`config.mk`:
```
export PLATFORM = sky130hd
export DESIGN_NAME = mem_arbiter
export DESIGN_NICKNAME = d
export VERILOG_FILES = /design/src/rtl/mem_arbiter.sv
export SDC_FILE = /design/constraint.sdc
export NUM_CORES = 1
export LEC_CHECK = 0
export CORE_AREA = 4 4 150 152
export CTS_CLUSTER_SIZE = 16
export DETAILED_ROUTE_END_ITERATION = 10
export DIE_AREA = 0 0 154 156
export DONT_BUFFER_PORTS = 1
export PLACE_DENSITY_LB_ADDON = 0.15
export SLEW_MARGIN = 20
export SYNTH_ARGS = -nofsm -noshare
export SYNTH_HDL_FRONTEND = slang
export SYNTH_SLANG_ARGS = --single-unit
export TNS_END_PERCENT = 20
```
`constraint.sdc`:
```
create_clock -name clk -period 1.53 [get_ports clk]
set_clock_uncertainty 0.15 [all_clocks]
set_input_delay 0.0765 -clock clk [delete_from_list [all_inputs] [get_ports clk]]
set_output_delay 0.0765 -clock clk [all_outputs]
set_load 0.1 [all_outputs]
```
`src/rtl/mem_arbiter.sv`:
```
// mem_arbiter: single-port memory arbiter between the IFU and the LSU.
// One transaction is outstanding at a time. It is granted in IDLE, then timed
// in WAIT for MEM_LAT cycles. The response is then routed to its owner.
// Optional build macro: MEM_ARB_RR_EN selects round-robin arbitration when both
// requesters are active. When it is undefined, the LSU has fixed priority.
module mem_arbiter #(
   parameter int ADDR_W  = 16,
   parameter int DATA_W  = 64,
   parameter int MEM_LAT = 2
) (
   input  logic                clk,
   input  logic                rst,
   input  logic                if_req,
   input  logic [ADDR_W-1:0]   if_addr,
   output logic                if_gnt,
   output logic                if_rvalid,
   output logic [DATA_W-1:0]   if_rdata,
   input  logic                ls_req,
   input  logic                ls_we,
   input  logic [DATA_W/8-1:0] ls_strb,
   input  logic [ADDR_W-1:0]   ls_addr,
   input  logic [DATA_W-1:0]   ls_wdata,
   output logic                ls_gnt,
   output logic                ls_rvalid,
   output logic [DATA_W-1:0]   ls_rdata,
   output logic                mem_en,
   output logic                mem_we,
   output logic [DATA_W/8-1:0] mem_strb,
   output logic [ADDR_W-1:0]   mem_addr,
   output logic [DATA_W-1:0]   mem_wdata,
   input  logic [DATA_W-1:0]   mem_rdata,
   output logic                busy
);

   localparam int CNT_W = $clog2(MEM_LAT + 1);

   typedef enum logic {ST_IDLE, ST_WAIT} state_t;
   typedef enum logic {OWN_IFU, OWN_LSU} owner_t;

   state_t           state, state_nxt;
   owner_t           owner, owner_nxt;
   logic             op_we, op_we_nxt;
   logic [CNT_W-1:0] cnt, cnt_nxt;
   logic             pick_lsu;   // arbitration winner when any request is pending

`ifdef MEM_ARB_RR_EN
   owner_t last, last_nxt;

   // Round-robin on a tie: the requester that did not win last time wins now.
   always_comb begin
      pick_lsu = ls_req;
      if (ls_req && if_req) pick_lsu = (last == OWN_IFU);
   end

   // last follows every grant. A grant can only happen in IDLE with a request pending.
   assign last_nxt = (state == ST_IDLE && (ls_req || if_req))
                     ? (pick_lsu ? OWN_LSU : OWN_IFU) : last;

   // Remember the previous winner. After reset the first tie goes to the LSU.
   always_ff @(posedge clk) begin
      if (!rst) last <= OWN_IFU;
      else      last <= last_nxt;
   end
`else
   assign pick_lsu = ls_req;
`endif

   // State, owner, operation type and latency counter registers.
   // NOTE: sequential state uses non-blocking assignments so every flop samples
   // pre-edge values; blocking here would create order-dependent simulation races.
   always_ff @(posedge clk) begin
      if (!rst) begin
         state <= ST_IDLE;
         owner <= OWN_IFU;
         op_we <= 1'b0;
         cnt   <= '0;
      end else begin
         state <= state_nxt;
         owner <= owner_nxt;
         op_we <= op_we_nxt;
         cnt   <= cnt_nxt;
      end
   end

   // Next-state logic plus grant, memory-strobe and response outputs.
   // All outputs are held at zero while reset is asserted.
   // NOTE: every output is given a default first, so no path leaves one unassigned
   // and no latch is inferred.
   always_comb begin
      state_nxt = state;
      owner_nxt = owner;
      op_we_nxt = op_we;
      cnt_nxt   = cnt;
      if_gnt    = 1'b0;
      ls_gnt    = 1'b0;
      mem_en    = 1'b0;
      mem_we    = 1'b0;
      mem_strb  = '0;
      mem_addr  = '0;
      mem_wdata = '0;
      if_rvalid = 1'b0;
      if_rdata  = '0;
      ls_rvalid = 1'b0;
      ls_rdata  = '0;
      busy      = 1'b0;

      if (rst) begin
         case (state)
            ST_IDLE: begin
               if (ls_req || if_req) begin
                  mem_en    = 1'b1;
                  state_nxt = ST_WAIT;
                  cnt_nxt   = CNT_W'(1);
                  if (pick_lsu) begin
                     ls_gnt    = 1'b1;
                     mem_we    = ls_we;
                     mem_strb  = ls_strb;
                     mem_addr  = ls_addr;
                     mem_wdata = ls_wdata;
                     owner_nxt = OWN_LSU;
                     op_we_nxt = ls_we;
                  end else begin
                     if_gnt    = 1'b1;
                     mem_addr  = if_addr;
                     owner_nxt = OWN_IFU;
                     op_we_nxt = 1'b0;
                  end
               end
            end
            ST_WAIT: begin
               busy    = 1'b1;
               cnt_nxt = cnt + CNT_W'(1);
               if (cnt == CNT_W'(MEM_LAT)) begin
                  state_nxt = ST_IDLE;
                  if (owner == OWN_LSU) begin
                     ls_rvalid = 1'b1;
                     ls_rdata  = op_we ? '0 : mem_rdata;
                  end else begin
                     if_rvalid = 1'b1;
                     if_rdata  = mem_rdata;
                  end
               end
            end
            default: state_nxt = ST_IDLE;
         endcase
      end
   end

endmodule

```
# Word-level counts from Yosys, hierarchy flattened
# Index checks and enable logic that the tools add are counted.
[totals]
inputBits = 173
elab_cells = 60
romBits = 0
latch_bits = 0
ram_bits = 0
n_memories = 0
ff_bits = 5
out_inout_bits = 223
[op_classes]
div_mod_pow = 0
magnitude_cmp = 0
n_mux = 50
add_sub_neg = 1
n_eq_ne = 2
bitwise_logic = 1
mul = 0
shift = 0
reduce_logical = 2
[ops]
columns = ["operator", "n"]
rows = [
  ["$mux 64", 13],
  ["$mux 16", 4],
  ["$mux 8", 4],
  ["$mux 1", 26],
  ["$pmux 2 s2", 1],
  ["$add 2x1->2 const B", 1],
  ["$eq 2x2->1 const B", 1],
  ["$mux 2", 1],
  ["$ne 2x2->1 const B", 1],
  ["$pmux 1 s2", 1],
  ["$reduce_and 2->1", 1],
  ["$logic_or 1x1->1", 1],
  ["$not 1->1", 1],
]

# Depth between registers and ports, before layout
[logic_depth]
depth_word = 5
ltp_mapped = 7
ltp_nobuf = 5

# Least setup slack after synthesis
# No wires, ideal clock.
[synth_path]
path_type = "reg2reg"
start = "register state"
end = "register op_we"
setup_time_ns = 0.072
required_time_ns = 1.308
stages_incl_launch_ff = 4
t_arrival_ns = 2.955
setup_slack_ns = -1.647
period_less_slack_ns = 3.177
n_path_buf = 1
cell_sequence = "dfxtp_1 > buf_2 > nor3b_1 > nand2b_1"
[synth_between]
elab_chain_cells = 2
[synth_rtl]
columns = ["item", "line", "rtl"]
rows = [
  ["start: declaration", "40", "state_t state, state_nxt;"],
  ["start signal: assignment", "78", "state <= state_nxt;"],
  ["$not 1->1 (no line)", "--", ""],
  ["$reduce_and 2->1 (no line)", "--", ""],
  ["end signal: assignment", "80", "op_we <= op_we_nxt;"],
  ["end: declaration", "42", "logic op_we, op_we_nxt;"],
]
# Every way passes these cells.
# A chain may end at the register's enable or synchronous reset.

# Final worst setup path
[layout_path]
start = "register cnt[0]"
end = "output port ls_rdata[18]"
[layout_between]
elab_chain_cells = 4
[layout_rtl]
columns = ["item", "line", "rtl"]
rows = [
  ["start: declaration", "43", "logic [CNT_W-1:0] cnt, cnt_nxt;"],
  ["start signal: assignment", "81", "cnt <= cnt_nxt;"],
  ["$eq 2x2->1", "133", "if (cnt == CNT_W'(MEM_LAT)) begin"],
  ["$mux 64", "133", ""],
  ["$mux 64", "108", "case (state)"],
  ["$mux 64", "107", "if (rst) begin"],
  ["end: declaration", "25", "output logic [DATA_W-1:0] ls_rdata,"],
]
# Every way passes these cells.

==> impl_metrics.csv <==
group,metric,value,unit
setup_path,cp_slowest_stage_delay,0.32,ns
setup_path,reg2reg_to,"cnt[0]",
clock_tree,cts_root_buf,"clkbuf_16",
global_route,grt_pass1_vias,3139,
die,chipHeight,156,µm
setup_path,end_kind,"output port",
run,cap_violations,0,
synthesis,synth_top_area_share,66.1,%
synthesis,ys_async_sr_fraction,0,%
setup_path,crit_top_cell,"buf_12",
sta,maxSlewHeadroom,75.5,%
synthesis,synth_top_flop_cell,"dfxtp_1",
clock_tree,numCtsBuffers,3,
final_layout,nets,684,
global_route,grt_use_total,10.6,%
setup_path,cp-startpoint,"cnt[0]",
clock_tree,htreeDepth,1,
status,violations,"negative hold slack, negative setup slack",
place,dpl-instance-area,6930,µm²
synthesis,synth_area,1890,µm²
setup_path,r2r_cells,3,
route,drt-initial-drc-count,85,
setup_path,path_max_fanout,32,
place,port_buffers,0,
synthesis,synth_area_per_cell,6.42,µm²
synthesis,ys_seq_area_share,5.29,%
die,io_pins,396,
sta,period_share,127,%
global_route,grt_antenna_before_repair,0,
sta,setup_viol,219,
setup_path,r2r-start,"state",
setup_path,worst_setup_path_start_kind,"flop",
route,dr.pass1.iters,4,
setup_path,cp.required,1.30,ns
synthesis,synth_common_cells,"200 x and2_1, 19 x nor2_1, 16 x a22oi_1, 8 x clkbuf_1, 7 x buf_2",
sta,worst_slew_pin_slew,0.366,ns
route,wl_per_cell,19.0,µm
route,totalWireLength,14900,µm
sta,finalWorstSetupSlack,-0.408,ns
setup_path,path_class,"flop to output port",
power_and_ir_drop,p_leak,2.92,nW
sta,timing.hold.ws,-0.165,ns
sta,drv_slew,0,
synthesis,synth_nets,469,
route,vias,2904,
status,status,"finished, violations left",
power_and_ir_drop,powerDensity,288,nW/µm²
die,start_util,9.01,%
final_layout,final_layout_size_suffix_gt1_share,82.1,%
global_route,grt_overflow,0,
synthesis,synth_warnings,0,
place,gp_congestion,0.862,
die,rows,53,
synthesis,synth.most_common_cell,"and2_1",
die,core_area,21000,µm²
global_route,grt_max_degree,66,
route,drc,0,
place,dpl.hpwl,13100,µm
synthesis,synthCells,295,
place,pre_cts_ws,-0.200,ns
final_layout,fin_area,7230,µm²
setup_path,cp_data_arrival_time,1.71,ns
synthesis,ys_types,28,
clock_tree,clkTransAtPathRegs,0.03,ns
synthesis,ys_seq_elements,5,
synthesis,yosys-top-cells-area,"and2_1 66%, a22oi_1 6.3%, dfxtp_1 5.3%",
power_and_ir_drop,vdd_ir_drop_max,0.306,mV
die,dieArea,24000,µm²
place,dp_cells,774,
setup_path,critPathSlowestCell,"dfxtp_2",
route,routed_via_density,3.70,
die,chipWidth,154,µm
worst_hold_path,hp-class,"primary input to flop",
final_layout,antenna_cells,0,
clock_tree,cts_sinks,5,
setup_path,critical_path.endpoint,"ls_rdata[18]",
global_route,grt_pass1_wl,19900,µm
final_layout,fill_cells,2046,
final_layout,instances_no_fill,784,
final_layout,synthToLayoutAreaGrowth,282,%
setup_path,path_cells,"inv_2 -> ha_4 -> and4_4 -> and2b_4 -> buf_12 -> and2_2 -> buf_12",
synthesis,yosys.area.top_type,"and2_1",
sta,rsz0062_at_grt,"yes",
sta,finalHoldViolations,5,
clock_tree,cts_tree,"built",
sta,fmax,516,MHz
setup_path,rrSetupSlack,0.24,ns
clock_tree,insertion_delay,0.22,ns
sta,finalCriticalPeriod,1.94,ns
clock_tree,clockBufferDepth,2,
synthesis,synth_edf_count,0,
route,ant_nets,0,
[metrics by stage]
| step | utilization (%) | total power (W) | setup TNS (ns) |
|---|---|---|---|
| after floorplan | - | 0.00113 | -63.06 |
| after global placement | 33.0 | 0.00162 | -19.91 |
| after detailed placement | 33.0 | 0.00163 | -21.64 |
| after CTS | 33.6 | 0.00208 | -62.35 |
| after global routing | 34.4 | 0.00214 | -73.17 |
| final | 34.4 | 0.00208 | -56.86 |
[cells by family (layout without fill, tap and decap cells)]
family	after synthesis	after routing	synth area share (%)
adders and majority gates	1	1	0.661
and+or+nand+nor	237	237	76.0
AOI/OAI and AO/OA	21	21	8.33
DFF	5	5	5.29
buffers and inverters	31	245	9.71
[registers in the layout (all words and copies together) (netlist names)]
| register | flops |
|---|---|
| state | 1 |
| op_we | 1 |
| cnt | 2 |
| owner | 1 |
[how the worst min path moves through the flow]
stage                       from      to  slack, ns  cells past startpoint
final                        rst  cnt[0]      -0.16                      1
after global routing         rst  cnt[0]      -0.16                      1
after CTS                    rst  cnt[0]      -0.17                      1
after detailed placement     rst  cnt[0]       0.06                      1
after global placement       rst  cnt[0]       0.06                      1
after floorplan           if_req  cnt[1]       0.15                      3
[final cells by class]
type | count | area [µm²] | share of cell area, %
Inverter | 2 | 7.51 | 0.104
Sequential cell | 5 | 104 | 1.44
Tap cell | 275 | 344 | 4.76
Multi-Input combinational cell | 259 | 2040 | 28.2
Timing Repair Buffer | 239 | 4660 | 64.4
Clock buffer | 4 | 78.8 | 1.09
[layer usage]
metal	up-vias	part of all wire (%)	GRT usage, %
met5	-	0	0
met4	0	1.5	1.89
met3	10	12	5.16
met2	239	58	21.7
met1	1317	28	9.28
li1	1338	-	-
[critical path, delay by kind of cell (launching register included)]
family	cells	cell delay [ns]
fa+ha+maj	1	0.12
flops	1	0.32
buf+inv	3	0.41
simple gates	3	0.60
[cells in the final DEF (no fill, tap or decap), drive strengths merged, types with 2 or more instances in the layout]
cell    instances
a21boi          2
and2          200
inv             2
nand2           4
a22oi          16
dfxtp           5
clkbuf          6
buf           237
nor3b           2
nor2           20
nand2b          4
[report_power, final]
| part | switching, W | internal (W) | total, W |
|---|---|---|---|
| sequential | 0.00000822 | 0.000142 | 0.000150 |
| combinational | 0.000986 | 0.000519 | 0.00151 |
| clock | 0.0000820 | 0.000345 | 0.000427 |
| total | 0.00108 | 0.00101 | 0.00208 |
[what timing repair did]
| action | CTS | global route |
|---|---|---|
| pin swaps | 19 | 20 |
| resized for setup | 25 | 33 |
| endpoints found under the hold margin | 5 | 5 |
| setup endpoints to repair | 221 | 221 |
| buffers inserted | 0 | 2 |
| cloned | 0 | 4 |
(Power assumes the default switching activity.)
